`config.mk`:
```
export PLATFORM = sky130hd
export DESIGN_NAME = tissue_readout_flat
export DESIGN_NICKNAME = d
export VERILOG_FILES = /design/src/rtl/tissue_readout_if.sv /design/src/rtl/tissue_readout.sv /design/src/flat_wrapper.sv
export SDC_FILE = /design/constraint.sdc
export NUM_CORES = 1
export LEC_CHECK = 0
export CAP_MARGIN = 20
export CORE_MARGIN = 2
export CORE_UTILIZATION = 40
export DETAILED_ROUTE_END_ITERATION = 8
export GPL_TIMING_DRIVEN = 0
export PLACE_DENSITY = 0.67
export SLEW_MARGIN = 10
export SYNTH_ARGS = -nofsm -noshare
export SYNTH_HDL_FRONTEND = slang
export SYNTH_SLANG_ARGS = --single-unit
```
`constraint.sdc`:
```
create_clock -name clk -period 4.1 [get_ports clk]
set_input_delay 0.41 -clock clk [delete_from_list [all_inputs] [get_ports clk]]
set_output_delay 0.41 -clock clk [all_outputs]
set_load 0.05 [all_outputs]
```
`src/rtl/tissue_readout_if.sv`:
```
// Serial cell-status stream bundle.
// master: drives status_out/valid/last/x/y and samples status_ready.
// slave : the reverse (downstream consumer).
interface tissue_readout_if #(
    parameter int unsigned TISSUE_WIDTH  = 30,
    parameter int unsigned TISSUE_HEIGHT = 3
);
    localparam int unsigned XW = (TISSUE_WIDTH > 1) ? $clog2(TISSUE_WIDTH) : 1;
    localparam int unsigned YW = (TISSUE_HEIGHT > 1) ? $clog2(TISSUE_HEIGHT) : 1;

    logic          status_out;
    logic          status_valid;
    logic          status_ready;
    logic          status_last;
    logic [XW-1:0] status_x;
    logic [YW-1:0] status_y;

    modport master (
        output status_out,
        output status_valid,
        output status_last,
        output status_x,
        output status_y,
        input  status_ready
    );

    modport slave (
        input  status_out,
        input  status_valid,
        input  status_last,
        input  status_x,
        input  status_y,
        output status_ready
    );
endinterface

```
`src/rtl/tissue_readout.sv`:
```
// Snapshot-and-serialise readout of a 2-D tissue status array.
// On capture (while idle) the whole cell_status_in vector is latched, then streamed one bit per
// accepted transfer in row-major order over a valid/ready interface.
// Ports:
//   clk, rst          - clock, asynchronous active-high reset
//   capture           - snapshot request (ignored while streaming; pulses capture_dropped)
//   cell_status_in    - live state, bit index y*TISSUE_WIDTH+x
//   status_if         - stream: status_out/valid/last/x/y out, status_ready in
//   busy              - high while streaming
//   capture_dropped   - one-cycle pulse after an ignored capture
//   occupancy_count/valid - count of streamed 1-bits for the last frame
// Optional feature: define TISSUE_READOUT_OCCUPANCY_EN to enable occupancy counting; otherwise
// the occupancy outputs are tied to 0.
module tissue_readout #(
    parameter int unsigned TISSUE_WIDTH  = 30,
    parameter int unsigned TISSUE_HEIGHT = 3
) (
    input  logic                                             clk,
    input  logic                                             rst,
    input  logic                                             capture,
    input  logic [TISSUE_WIDTH*TISSUE_HEIGHT-1:0]            cell_status_in,
    tissue_readout_if.master                                 status_if,
    output logic                                             busy,
    output logic                                             capture_dropped,
    output logic [$clog2(TISSUE_WIDTH*TISSUE_HEIGHT+1)-1:0]  occupancy_count,
    output logic                                             occupancy_valid
);
    localparam int unsigned N  = TISSUE_WIDTH * TISSUE_HEIGHT;
    localparam int unsigned XW = (TISSUE_WIDTH > 1) ? $clog2(TISSUE_WIDTH) : 1;
    localparam int unsigned YW = (TISSUE_HEIGHT > 1) ? $clog2(TISSUE_HEIGHT) : 1;
    localparam int unsigned IW = (N > 1) ? $clog2(N) : 1;
    localparam int unsigned CW = $clog2(N + 1);

    localparam logic ST_IDLE   = 1'b0;
    localparam logic ST_STREAM = 1'b1;

    localparam logic [XW-1:0] X_MAX   = XW'(TISSUE_WIDTH - 1);
    localparam logic [YW-1:0] Y_MAX   = YW'(TISSUE_HEIGHT - 1);
    localparam logic [IW-1:0] ROW_LEN = IW'(TISSUE_WIDTH);

    logic          state_q, state_d;
    logic [N-1:0]  snap_q, snap_d;
    logic [XW-1:0] x_q, x_d;
    logic [YW-1:0] y_q, y_d;
    logic          drop_q, drop_d;

    logic          streaming;
    logic          at_last;
    logic          fire;
    logic          accept;
    logic [IW-1:0] bit_idx;
    logic          cur_bit;

    assign streaming = (state_q == ST_STREAM);
    assign at_last   = streaming && (x_q == X_MAX) && (y_q == Y_MAX);
    assign fire      = streaming && status_if.status_ready;
    assign accept    = !streaming && capture;
    assign bit_idx   = IW'(y_q) * ROW_LEN + IW'(x_q);
    assign cur_bit   = streaming && snap_q[bit_idx];

    always_comb begin
        state_d = state_q;
        snap_d  = snap_q;
        x_d     = x_q;
        y_d     = y_q;
        drop_d  = 1'b0;
        case (state_q)
            ST_IDLE: begin
                if (capture) begin
                    snap_d  = cell_status_in;
                    x_d     = '0;
                    y_d     = '0;
                    state_d = ST_STREAM;
                end
            end
            ST_STREAM: begin
                // A capture during streaming, even on the last transfer, is rejected.
                drop_d = capture;
                if (status_if.status_ready) begin
                    if (at_last) begin
                        // Coordinates return to 0 so idle outputs read (0,0).
                        state_d = ST_IDLE;
                        x_d     = '0;
                        y_d     = '0;
                    end else if (x_q == X_MAX) begin
                        x_d = '0;
                        y_d = y_q + 1'b1;
                    end else begin
                        x_d = x_q + 1'b1;
                    end
                end
            end
            default: state_d = ST_IDLE;
        endcase
    end

    always_ff @(posedge clk or posedge rst) begin
        if (rst) begin
            state_q <= ST_IDLE;
            snap_q  <= '0;
            x_q     <= '0;
            y_q     <= '0;
            drop_q  <= 1'b0;
        end else begin
            state_q <= state_d;
            snap_q  <= snap_d;
            x_q     <= x_d;
            y_q     <= y_d;
            drop_q  <= drop_d;
        end
    end

    // Outputs derive from state flops so reset clears them without waiting for a clock.
    assign status_if.status_out   = cur_bit;
    assign status_if.status_valid = streaming;
    assign status_if.status_last  = at_last;
    assign status_if.status_x     = x_q;
    assign status_if.status_y     = y_q;
    assign busy                   = streaming;
    assign capture_dropped        = drop_q;

`ifdef TISSUE_READOUT_OCCUPANCY_EN
    logic [CW-1:0] occ_cnt_q, occ_cnt_d;
    logic          occ_valid_q, occ_valid_d;

    always_comb begin
        occ_cnt_d   = occ_cnt_q;
        occ_valid_d = occ_valid_q;
        if (accept) begin
            occ_cnt_d   = '0;
            occ_valid_d = 1'b0;
        end else if (fire) begin
            if (cur_bit) begin
                occ_cnt_d = occ_cnt_q + CW'(1);
            end
            if (at_last) begin
                occ_valid_d = 1'b1;
            end
        end
    end

    always_ff @(posedge clk or posedge rst) begin
        if (rst) begin
            occ_cnt_q   <= '0;
            occ_valid_q <= 1'b0;
        end else begin
            occ_cnt_q   <= occ_cnt_d;
            occ_valid_q <= occ_valid_d;
        end
    end

    assign occupancy_count = occ_cnt_q;
    assign occupancy_valid = occ_valid_q;
`else
    logic unused_occ;
    assign unused_occ      = accept ^ fire;
    assign occupancy_count = '0;
    assign occupancy_valid = 1'b0;
`endif
endmodule

```
`src/flat_wrapper.sv`:
```
// flat-port wrapper written by rule: the top's interface ports become plain ports
module tissue_readout_flat 
#(
    parameter int unsigned TISSUE_WIDTH  = 30,
    parameter int unsigned TISSUE_HEIGHT = 3
)
  (clk, rst, capture, cell_status_in, busy, capture_dropped, occupancy_count, occupancy_valid, status_if_status_out, status_if_status_valid, status_if_status_last, status_if_status_x, status_if_status_y, status_if_status_ready);
  tissue_readout_if #(.TISSUE_WIDTH(TISSUE_WIDTH), .TISSUE_HEIGHT(TISSUE_HEIGHT)) status_if_i ();
  input  logic clk;
  input  logic rst;
  input  logic capture;
  input  logic [TISSUE_WIDTH*TISSUE_HEIGHT-1:0] cell_status_in;
  output logic busy;
  output logic capture_dropped;
  output logic [$clog2(TISSUE_WIDTH*TISSUE_HEIGHT+1)-1:0] occupancy_count;
  output logic occupancy_valid;
  output wire logic [$bits(status_if_i.status_out)-1:0] status_if_status_out;
  output wire logic [$bits(status_if_i.status_valid)-1:0] status_if_status_valid;
  output wire logic [$bits(status_if_i.status_last)-1:0] status_if_status_last;
  output wire logic [$bits(status_if_i.status_x)-1:0] status_if_status_x;
  output wire logic [$bits(status_if_i.status_y)-1:0] status_if_status_y;
  input wire logic [$bits(status_if_i.status_ready)-1:0] status_if_status_ready;
  assign status_if_status_out = status_if_i.status_out;
  assign status_if_status_valid = status_if_i.status_valid;
  assign status_if_status_last = status_if_i.status_last;
  assign status_if_status_x = status_if_i.status_x;
  assign status_if_status_y = status_if_i.status_y;
  assign status_if_i.status_ready = status_if_status_ready;
  tissue_readout #(.TISSUE_WIDTH(TISSUE_WIDTH), .TISSUE_HEIGHT(TISSUE_HEIGHT)) u_core (.clk(clk), .rst(rst), .capture(capture), .cell_status_in(cell_status_in), .status_if(status_if_i), .busy(busy), .capture_dropped(capture_dropped), .occupancy_count(occupancy_count), .occupancy_valid(occupancy_valid));
endmodule
```
==> results.yml <==
setup_path:
  cp_max_fo: 6
  crit_chain: "inv_1 -> ha_1 -> fa_2 -> xnor2_1 -> or3_1 -> a21oi_1 -> a311oi_1 -> or4b_1 -> o211ai_1 -> buf_2"
  crit_path_end_kind: "output port"
  worstSetupStartpoint: "u_core.status_if.status_y[0]$_DFFE_PP0P_"
  slowest_stage: "or4b_1"
  critPathLaunchType: "register"
  slowest_delay_ns: 0.50
  cp_data_required_time_ns: 3.69
  timing.rr.start: "u_core.busy$_DFF_PP0_"
  crit_type: "register to output port"
  arrival_ns: 3.46
clock_tree:
  cts_buffer_depth: 2
  clk_pin_slew_ns: 0.07
  cts_root_buf: "clkbuf_16"
  htreeDepth: 3
  holdBufCountCts: 0
  clk_latency_ns: 0.35
  cts_buffers: 9
  cts.sinks: 99
  cts_tree: "built"
hold_path:
  min_path_type: "register to register"
  hp-start: "u_core.snap_q[53]$_DFFE_PP0P_"
yosys:
  synth_commonest_cells: "99 x dfrtp_1, 49 x mux2_2, 41 x mux2_1"
  ys_types: 42
  synth_edf_count: 0
  syn-instance-count: 340
  ys_seq_area_frac: 0.511
  synth.avg_cell_area_um2: 14.2
  synthArstFlopShare: 1.00
  ys_warn_count: 0
  synth.most_common_cell: "dfrtp_1"
  synth_top_area_frac: 0.511
  synth_area_leaders: "dfrtp_1 51%, mux2_2 11%, mux4_2 10%"
  synth_ff_type: "dfrtp_1"
  yosys_register_bits: 99
  yosysTopAreaCell: "dfrtp_1"
  netlist_area_um2: 4840
placement:
  place_ws_ns: -0.473
  dpl-instance-area_um2: 6130
  io_buffers: 105
  gp_congestion: 0.768
  hpwl_mm: 8.02
global_route:
  track_usage: 0.177
  overflow: 0
  grtUsageMet3: 0.0418
  busiest_layer: "met2"
  grt_pass1_vias: 3385
  antenna_found_initial: 0
  grtUsageMet2: 0.296
  grt_pass1_wl_mm: 17.4
  grt_use_met1: 0.230
  grt_max_degree: 56
routing:
  routedWlPerCell_um: 17.4
  firstDrtPassIters: 5
  drt_iter0_drc: 111
  vias_per_cell: 5.16
  final_antenna_net_count: 0
  wl_mm: 10.7
  route.detailed.drc: 0
  vias: 3195
sta:
  fin_crit_ns: 3.87
  hold_violations: 0
  slew_violations: 0
  period_share: 0.944
  setup_violations: 0
  hold_ws_ns: 0.483
  timing.final.ws_setup_ns: 0.231
  setup_tns_ns: 0
  max_freq_mhz: 258
  rsz0062_at_grt: "false"
  tightest_slew_ns: 0.690
  relSlewSlack: 0.540
  finClkSkew_ns: 0.0108
finish:
  multi_input_area_um2: 2250
  fin_nets: 573
  n_antenna_cell: 0
  fillers: 1038
  drive_gt1_frac: 0.231
  area_growth_pct: 33.2
  fin_util: 0.542
  register_area_um2: 2480
  design_area_um2: 6450
floorplan:
  io_pins: 114
  row_count: 40
  core_um2: 11900
  fp.dieH_um: 114
  initial_core_util: 0.407
  die_area_um2: 13000
  die_w_um: 114
power_and_ir_drop:
  leakagePower_nw: 2.74
  power_density_nw_per_um2: 834
  ir_worst_vdd_mv: 0.359
flow_run:
  cap_viol_max_count: 0
status:
  status: "finished clean"
## critical path, delay by kind of cell, from the launching register on
family	cells	cell delay (ns)
compound gates	3	0.35
xor+xnor	1	0.21
fa+ha+maj	2	0.80
buf+inv	2	0.42
flops	1	0.46
simple gates	2	0.87
## state kept, by name, summed over array words and instances (netlist names)
signal,cells
u_core.status_if.status_x,5
u_core.busy,1
u_core.status_if.status_y,2
u_core.snap_q,90
u_core.capture_dropped,1
## what timing repair did
action                                  CTS  global route
pin swaps                                 1             0
buffers inserted                          3             0
gates resized for setup                   5             3
endpoints found under the setup margin    1             1
## stage by stage
stage | total power [W] | std cells
detailed placement | 0.00453 | 600
finish | 0.00538 | 619
floorplan | 0.00374 | 347
global route | 0.00577 | 619
global placement | 0.00446 | 599
CTS | 0.00545 | 619
## power breakdown
group          internal (W)  leakage (nW)  switching [W]
clock network      0.000433         0.141       0.000377
registers           0.00144          1.20       0.000271
logic               0.00146          1.39        0.00140
## cell type report
cell class	count	area share
inverter	5	0.00330
tap	147	0.0285
clock inverter	6	0.00717
sequential	99	0.384
timing repair buffer	109	0.169
buffer	27	0.0227
clock buffer	10	0.0370
multi-input combinational	216	0.349
## routing by layer
metal	share of wire	vias up
li1	-	1494
met1	0.44	1603
met2	0.49	85
met3	0.051	13
met4	0.014	0
met5	0	-
## cell families after synthesis
logic type               synth area share
XOR/XNOR                          0.00904
AND/OR/NAND/NOR                    0.0470
other                            0.000774
AO/OA/AOI/OAI                      0.0413
buffers and inverters              0.0341
flip-flops                          0.511
multiplexers                        0.324
adder cells (fa/ha/maj)            0.0325
## cells in the final DEF (no fill, tap or decap), types with 2 or more instances in the layout
cell / netlist / final
dfrtp_1: 99 / 99
nor2_1: 4 / 4
clkbuf_16: 0 / 9
ha_1: 11 / 11
nand3b_1: 2 / 2
and3_1: 2 / 2
clkbuf_1: 9 / 9
mux4_2: 22 / 22
a21oi_1: 9 / 9
a311oi_1: 2 / 2
inv_1: 5 / 4
buf_1: 4 / 4
a22o_1: 2 / 2
conb_1: 1 / 8
mux2i_1: 6 / 6
nand2b_1: 2 / 2
mux2_2: 49 / 49
mux2_1: 41 / 41
a21boi_1: 2 / 2
clkdlybuf4s50_1: 0 / 104
o21ai_1: 5 / 5
nand3_1: 7 / 7
xor2_1: 3 / 2
buf_4: 11 / 14
buf_2: 3 / 4
and2_1: 4 / 4
nor3_1: 3 / 3
nand2_1: 10 / 10
xnor2_1: 2 / 2
nor2b_1: 3 / 3
clkinv_2: 0 / 2
a22oi_1: 4 / 4
## path summary, 6_finish.rpt
| check | endpoint | slack (ns) | depth (start not counted) |
|---|---|---|---|
| max in group asynchronous | u_core.snap_q[22]$_DFFE_PP0P_ | 2.91 | 3 |
| worst max-delay path | status_if_status_out | 0.23 | 10 |
| worst max register to register | u_core.snap_q[56]$_DFFE_PP0P_ | 2.03 | 4 |
| worst min register to register | u_core.snap_q[53]$_DFFE_PP0P_ | 0.48 | 1 |
| min in group asynchronous | u_core.status_if.status_y[1]$_DFFE_PP0P_ | 0.53 | 2 |
| worst min-delay path | u_core.snap_q[53]$_DFFE_PP0P_ | 0.48 | 1 |
Note: power is estimated with default switching activity, not from simulation.
